### src/rtl/pipe_stall_seq_pkg.sv
// Shared pipeline definitions for the stall sequencer.
// Holds the FSM state encoding, the default maximum stall length and the
// operation codes that steer the remaining-count register.
package pipe_stall_seq_pkg;

  typedef enum logic {
    StIdle  = 1'b0,
    StStall = 1'b1
  } state_e;

  localparam int unsigned MaxStallDflt = 5;

  typedef enum logic [2:0] {
    RemHold,
    RemClear,
    RemLoad,
    RemDec,
    RemMerge
  } rem_op_e;

endpackage

### src/rtl/pipe_stall_seq_dff.sv
// Generic D flip-flop cell with synchronous active-high reset to zero.
// Ports: clk - clock, rst - synchronous reset, d - next value, q - stored value.
module dff #(
  parameter int unsigned W = 1
) (
  input  logic         clk,
  input  logic         rst,
  input  logic [W-1:0] d,
  output logic [W-1:0] q
);

  always_ff @(posedge clk) begin
    if (rst) begin
      q <= '0;
    end else begin
      q <= d;
    end
  end

endmodule

### src/rtl/pipe_stall_seq_stall_down_cnt.sv
// Remaining-stall-cycles register with hold, clear, load, decrement and merge.
// Ports: clk, rst (synchronous), op - operation for this cycle, ld_val - value
// to load or merge, rem - current count, rem_nxt - value taken on next edge.
module stall_down_cnt
  import pipe_stall_seq_pkg::*;
#(
  parameter int unsigned CNT_W = 3
) (
  input  logic             clk,
  input  logic             rst,
  input  rem_op_e          op,
  input  logic [CNT_W-1:0] ld_val,
  output logic [CNT_W-1:0] rem,
  output logic [CNT_W-1:0] rem_nxt
);

  logic [CNT_W-1:0] rem_q;
  logic [CNT_W-1:0] rem_d;
  logic [CNT_W-1:0] dec_val;

  // Floor at zero so a stray decrement can never wrap.
  assign dec_val = (rem_q == '0) ? '0 : rem_q - CNT_W'(1);

  always_comb begin
    rem_d = rem_q;
    unique case (op)
      RemHold:  rem_d = rem_q;
      RemClear: rem_d = '0;
      RemLoad:  rem_d = ld_val;
      RemDec:   rem_d = dec_val;
      RemMerge: rem_d = (dec_val > ld_val) ? dec_val : ld_val;
      default:  rem_d = rem_q;
    endcase
  end

  always_ff @(posedge clk) begin
    if (rst) begin
      rem_q <= '0;
    end else begin
      rem_q <= rem_d;
    end
  end

  assign rem     = rem_q;
  assign rem_nxt = rem_d;

endmodule

### src/rtl/pipe_stall_seq.sv
// Pipeline stall sequencer: turns hazard stall requests of a given length into
// per-cycle PC/IF-ID/ID-EX control, with flush and external hold overrides.
// Ports: clk, rst (sync, active high), stall_req, stall_count, flush, ext_hold;
// outputs pause_pc, wrt_IF_ID, bubble_ID_EX, flush_IF_ID, busy, remaining, err.
// Outputs are Mealy: combinational from state, rem and the current inputs.
module pipe_stall_seq
  import pipe_stall_seq_pkg::*;
#(
  parameter int unsigned CNT_W     = 3,
  parameter int unsigned MAX_STALL = MaxStallDflt
) (
  input  logic             clk,
  input  logic             rst,
  input  logic             stall_req,
  input  logic [CNT_W-1:0] stall_count,
  input  logic             flush,
  input  logic             ext_hold,
  output logic             pause_pc,
  output logic             wrt_IF_ID,
  output logic             bubble_ID_EX,
  output logic             flush_IF_ID,
  output logic             busy,
  output logic [CNT_W-1:0] remaining,
  output logic             err
);

  localparam logic [CNT_W-1:0] MaxN = CNT_W'(MAX_STALL);

  logic             state_bit_q;
  logic             state_bit_d;
  state_e           state_q;
  logic             too_long;
  logic [CNT_W-1:0] n_eff;
  logic [CNT_W-1:0] ld_val;
  logic [CNT_W-1:0] rem_q;
  logic [CNT_W-1:0] rem_nxt;
  rem_op_e          rem_op;

  assign state_q  = state_e'(state_bit_q);
  assign too_long = stall_count > MaxN;
  assign n_eff    = too_long ? MaxN : stall_count;
  // Cycles still owed after this one; zero for n=0 and n=1.
  assign ld_val   = (n_eff == '0) ? '0 : n_eff - CNT_W'(1);

  always_comb begin
    pause_pc     = 1'b0;
    wrt_IF_ID    = 1'b1;
    bubble_ID_EX = 1'b0;
    flush_IF_ID  = 1'b0;
    err          = 1'b0;
    rem_op       = RemHold;
    if (rst) begin
      // Run-cycle outputs; both registers clear through their own reset.
      rem_op = RemHold;
    end else if (ext_hold) begin
      pause_pc  = 1'b1;
      wrt_IF_ID = 1'b0;
    end else if (flush) begin
      flush_IF_ID  = 1'b1;
      bubble_ID_EX = 1'b1;
      rem_op       = RemClear;
    end else begin
      err = stall_req && too_long;
      if (state_q == StStall) begin
        pause_pc     = 1'b1;
        wrt_IF_ID    = 1'b0;
        bubble_ID_EX = 1'b1;
        rem_op       = stall_req ? RemMerge : RemDec;
      end else if (stall_req && (n_eff != '0)) begin
        pause_pc     = 1'b1;
        wrt_IF_ID    = 1'b0;
        bubble_ID_EX = 1'b1;
        rem_op       = RemLoad;
      end
    end
  end

  // STALL is exactly "cycles still owed"; under hold rem_nxt equals rem, which
  // already agrees with the frozen state, so the state needs no extra case.
  assign state_bit_d = (rem_nxt != '0);

  dff #(
    .W(1)
  ) u_state_dff (
    .clk(clk),
    .rst(rst),
    .d  (state_bit_d),
    .q  (state_bit_q)
  );

  stall_down_cnt #(
    .CNT_W(CNT_W)
  ) u_rem_cnt (
    .clk    (clk),
    .rst    (rst),
    .op     (rem_op),
    .ld_val (ld_val),
    .rem    (rem_q),
    .rem_nxt(rem_nxt)
  );

  assign busy      = !rst && (state_q == StStall);
  assign remaining = rst ? '0 : rem_q;

endmodule

### config.mk
export PLATFORM = sky130hd
export DESIGN_NAME = pipe_stall_seq
export DESIGN_NICKNAME = d
export VERILOG_FILES = /design/src/rtl/pipe_stall_seq_pkg.sv /design/src/rtl/pipe_stall_seq_dff.sv /design/src/rtl/pipe_stall_seq_stall_down_cnt.sv /design/src/rtl/pipe_stall_seq.sv
export SDC_FILE = /design/constraint.sdc
export NUM_CORES = 1
export LEC_CHECK = 0
export ABC_AREA = 1
export CORE_UTILIZATION = 38
export DETAILED_ROUTE_END_ITERATION = 6
export GPL_TIMING_DRIVEN = 0
export PLACE_DENSITY = 0.69
export SYNTH_ARGS = -nofsm -noshare
export SYNTH_HDL_FRONTEND = slang
export SYNTH_HIERARCHICAL = 1
export SYNTH_SLANG_ARGS = --single-unit
### constraint.sdc
create_clock -name clk -period 2.02 [get_ports clk]
set_input_delay 0.404 -clock clk [delete_from_list [all_inputs] [get_ports clk]]
set_output_delay 0.404 -clock clk [all_outputs]
set_load 0.01 [all_outputs]
; ---- After elaboration in Yosys (flattened, before gate mapping)
; Cells that the tools add are included.
[totals]
out_inout_bits = 9
n_memories = 0
latch_bits = 0
in_bits = 8
regBits = 4
romBits = 0
ram_bits = 0
[classes]
multipliers = 0
bitwise_logic = 0
n_reduce_logical = 8
div_mod_pow = 0
n_lt_le_gt_ge = 2
n_eq_ne = 4
n_mux = 31
shifts = 0
n_addsub = 2
[op_table]
columns = operator, count
row1 = $mux 3, 10
row2 = $mux 1, 19
row3 = $pmux 3 s4, 1
row4 = $eq 3x2->1 const B, 2
row5 = $logic_not 3->1, 2
row6 = $reduce_bool 3->1, 2
row7 = $sub 3x1->3 const B, 2
row8 = $eq 3x1->1 const B, 1
row9 = $eq 3x3->1 const B, 1
row10 = $gt 3x3->1, 1
row11 = $gt 3x3->1 const B, 1
row12 = $logic_and 1x1->1, 3
row13 = $mux 2, 1
row14 = $logic_not 1->1, 1

; ---- Depth between registers and ports, before layout
[logic_depth]
ltp_word = 12
ltp_mapped = 16
depth_no_buf = 16

; ---- Hierarchy
; Netlist, hierarchy kept.
[by_module_without_submodules]
columns = mod, n_inst, area_each_um2, seq_area_each_um2, cells_per_inst
row1 = stall_down_cnt, 1, 346.6, 60.1, 54
row2 = pipe_stall_seq, 1, 214.0, 0.0, 41
row3 = dff, 1, 30.0, 20.0, 3

; ---- Least setup slack after synthesis
; OpenSTA, ideal clock, no wires.
[synth_path]
path_kind = input to register
startpoint = input stall_count[1]
endpoint = register u_state_dff.q
path_buffers = 0
cell_stages = 15
setup_ns = 0.108
arrival_time_ns = 1.980
path_slack_ns = -0.068
t_required_ns = 1.912
path_cell_list = nor2_2 > ha_1 > a21oi_1 > inv_1 > ha_1 > nand3_1 > nand2_1 > nand2_1 > nand2_1 > nand2_1 > nand2_1 > nand3_2 > or3_1 > inv_1 > nor2_2
[synth_rtl]
columns = element, line_no
row1 = "start, declared", pipe_stall_seq.sv:15  ; input logic [CNT_W-1:0] stall_count,
row2 = $gt 3x3->1, pipe_stall_seq.sv:40  ; assign too_long = stall_count > MaxN;
row3 = $mux 3 *, pipe_stall_seq.sv:41  ; assign n_eff = too_long ? MaxN : stall_count;
row4 = $sub 3x1->3 or $logic_not 3->1 (tied branches), pipe_stall_seq.sv:43  ; assign ld_val = (n_eff == '0) ? '0 : n_eff - CNT_W'(1);
row5 = $mux 3 *, pipe_stall_seq.sv:43
row6 = named net ld_val[1], pipe_stall_seq.sv:34  ; logic [CNT_W-1:0] ld_val;
row7 = $gt 3x3->1, pipe_stall_seq_stall_down_cnt.sv:31  ; RemMerge: rem_d = (dec_val > ld_val) ? dec_val : ld_val;
row8 = $mux 3, pipe_stall_seq_stall_down_cnt.sv:31
row9 = $pmux 3 s4 *, pipe_stall_seq_stall_down_cnt.sv:26  ; unique case (op)
row10 = named net rem_nxt[1], pipe_stall_seq.sv:36  ; logic [CNT_W-1:0] rem_nxt;
row11 = $reduce_bool 3->1 *, pipe_stall_seq.sv:80  ; assign state_bit_d = (rem_nxt != '0);
row12 = named net state_bit_d, pipe_stall_seq.sv:30  ; logic state_bit_d;
row13 = "end signal, assigned", pipe_stall_seq_dff.sv:14  ; q <= '0;
row14 = "end signal, assigned", pipe_stall_seq_dff.sv:16  ; q <= d;
row15 = "end, declared", pipe_stall_seq_dff.sv:9  ; output logic [W-1:0] q
; Mark *: on every way through the listed nets, which the timed path passes. The rest lies on a longest branch.
; A chain may end at the register's enable or synchronous reset.

; ---- Final worst setup path
[layout_path]
startpoint = input stall_count[0]
endpoint = register u_state_dff.q
; The elaborated chain is that of the path after synthesis.

==> impl_metrics.tcl <==
set metrics [dict create \
    netlist_top_cells_area "ha_1 (15%), inv_1 (14%), dfxtp_1 (14%)" \
    vias 652 \
    status "finished with violations" \
    cts.htree.levels 1 \
    yosys.area_share.simple_pct 47.25 \
    drive_above_1_share_pct 44.35 \
    drc 0 \
    ff2ff_path_depth 13 \
    rr_endpoint "u_state_dff/q" \
    numCtsBuffers 3 \
    arrival_ps 2190 \
    place_congestion 0.7651 \
    crit_required_ps 2140 \
    multi_input_area_sq_um 549.3 \
    synth_seq_area_share_pct 13.56 \
    rsz0062_at_grt "true" \
    die_x_microns 41.42 \
    pre_cts_ws_ps -757.3 \
    p_int_mw 0.2019 \
    whs_path_depth 2 \
    p_sw_mw 0.1013 \
    layout_min_cycle_time_ps 2074 \
    postSynthAreaPerCell_sq_um 6.026 \
    nets 141 \
    hold_ws_ps 579.9 \
    pwr-share-seq_pct 26.4 \
    cts_sinks 4 \
    clkLatencyLatePin_ps 230 \
    coreArea_sq_um 1366 \
    worstSetupStartpoint "stall_count[0]" \
    end_kind "flip-flop" \
    clk_pin_slew_ps 40 \
    drt-initial-drc-count 14 \
    dieArea_sq_um 1716 \
    worstPathMaxFanout 3 \
    hpwl_microns 972.4 \
    hp-start "rst" \
    firstDrtPassIters 5 \
    setup_tns_ps -54.05 \
    violations "setup timing" \
    fin_ws_ps -54.05 \
    slew_headroom_pct 85.24 \
    cts_tree "built" \
    hp-class "input port to flip-flop" \
    leakagePower_nw 0.4883 \
    ff2ff_setup_slack_ps -50 \
    finalHoldViolCount 0 \
    cellPowerDensity_nw_per_um2 309.5 \
    yosysTopAreaCell "ha_1" \
    grt_max_degree 10 \
    path_class "input port to flip-flop" \
    row_count 13 \
    swShare_pct 33.42 \
    power.share.clock_pct 32.1 \
    wire_per_inst_microns 10.17 \
    antenna_found_initial 0 \
    setup_viol_count_final 1 \
    synth_top_area_share_pct 14.83 \
    grt_pass1_wl_microns 2394 \
    grt_overflow 0 \
    ios 17 \
    combPwrFrac_pct 41.4 \
    synth_area_sq_um 590.6 \
    fin_util_pct 71.70 \
    maxCapViolCount 0 \
    synthXorXnorAreaFrac_pct 0 \
    yosysWarnings 6 \
    syn_inst 98 \
    clk_path_buf_depth 2 \
    fmax_ghz 0.4821 \
    synth_compound_area_share_pct 9.110 \
    fin_worst_skew_ps 1.407 \
    routed_wirelength_microns 1413 \
    synthToLayoutAreaGrowth_pct 65.89 \
    synth_top_family_by_area "simple AND/OR/NAND/NOR gates" \
    ys_types 20 \
    root_buffer "clkbuf_4" \
    drtAntennaViolNets 0 \
    seqCellArea_sq_um 91.34 \
    drv_slew 0 \
    postSynthNetCount 113 \
    startpoint_type "input port" \
    fin_crit_sh_pct 102.7 \
    grt_usage_pct 16.97 \
    n_fill_cell 118 \
    tightest_slew_ps 220.6 \
    port_buffers 16 \
    hold_end "u_state_dff/q" \
    dieHeight_microns 41.42 \
    synthMuxAreaShare_pct 0 \
    num_antenna_cells 0 \
    synth-seq-cells 4 \
    reg2reg_from "u_rem_cnt/rem[0]" \
    synthAdderAreaFrac_pct 14.83 \
    vdd_drop_max_mv 0.1761 \
    totalPowerFinal_mw 0.3032 \
    avgViaCountPerCell 4.691 \
    grt_pass1_vias 600 \
    initial_core_util_pct 43.22 \
]
-- cells in the final DEF (no fill, tap or decap), types with 2 or more instances in the layout --
cell type / n
inv_1: 18
nand2_1: 16
nor2_1: 10
nand2_2: 9
buf_4: 9
dlygate4sd2_1: 6
nor2_4: 5
inv_2: 5
nand3_1: 5
ha_4: 4
clkdlybuf4s50_1: 4
nand3_2: 4
clkbuf_4: 3
dfxtp_4: 3
a21oi_2: 2
nor2_2: 2
a21oi_1: 2
ha_2: 2
dlymetal6s2s_1: 2
-- how the worst max path moves through the flow --
| stage | end | depth (start not counted) |
|---|---|---|
| after detailed placement | u_state_dff/q | 16 |
| after global routing | u_state_dff/q | 13 |
| final | u_state_dff/q | 15 |
| after CTS | u_state_dff/q | 16 |
| after global placement | u_state_dff/q | 16 |
| after floorplan | u_state_dff/q | 15 |
-- registers in the layout, indices dropped and copies added, names as in the netlist --
signal and cells:
u_state_dff/q 1, u_rem_cnt/rem 3
-- power groups by stage --
| stage | combinational (mW) | clock, mW | sequential [mW] |
|---|---|---|---|
| CTS | 0.105 | 0.101 | 0.0800 |
| floorplan | 0.0590 | 0 | 0.0842 |
| global placement | 0.0985 | 0 | 0.0848 |
| detailed placement | 0.100 | 0 | 0.0849 |
| global route | 0.140 | 0.110 | 0.0803 |
| finish | 0.126 | 0.0974 | 0.0801 |
-- worst max-delay path: stages --
cell and delay (ps):
buf_4 130, nor2_4 120, inv_2 60, ha_2 190, inv_2 60, ha_4 200, a21oi_1 190, nand2_2 70
nand3_1 80, nand2_2 70, nand2_1 70, nand3_2 80, or3_1 360, inv_1 70, nor2_2 30
-- per-stage QoR --
step	instances	area, sq um
after floorplan	98	616.8
after global placement	129	795.8
after detailed placement	129	795.8
after CTS	135	883.3
after global routing	139	979.7
final	139	979.7
-- repair_timing --
action                     CTS  global route
hold buffers                 0             0
gates resized for setup     42            15
buffers inserted             3             4
setup endpoints to repair   13             2
pin swaps                    7            12
-- per-layer routing --
layer | wire length [microns] | part of all wire [%] | GRT usage [%] | up-vias
met5 | 0 | 0 | 0 | -
met4 | 35 | 2.5 | 5.806 | 0
met3 | 65 | 4.6 | 2.174 | 4
met2 | 724 | 51 | 30.63 | 18
met1 | 587 | 42 | 20.32 | 280
li1 | - | - | - | 350
-- cell usage after synthesis (all sizes together) --
| cell type | count |
|---|---|
| ha | 7 |
| clkbuf | 1 |
| nor2 | 17 |
| o21ai | 2 |
| nand2 | 26 |
| nor3 | 1 |
| inv | 23 |
| nand3b | 1 |
| dfxtp | 4 |
| a211oi | 1 |
| nand3 | 9 |
| or3 | 1 |
| a21oi | 5 |
-- final cells by class --
class | count | area share, %
multi-input cells | 70 | 56.07
clock buffers | 3 | 2.299
well taps | 15 | 1.916
plain buffers | 1 | 0.3831
flip-flops and latches | 4 | 9.323
repair buffers | 23 | 21.20
inverters | 23 | 8.812
-- cell families after synthesis --
kind of cell    after synthesis
flops                         4
compound gates                8
simple gates                 55
buf+inv                      24
fa+ha+maj                     7
(Power assumes the default switching activity.)
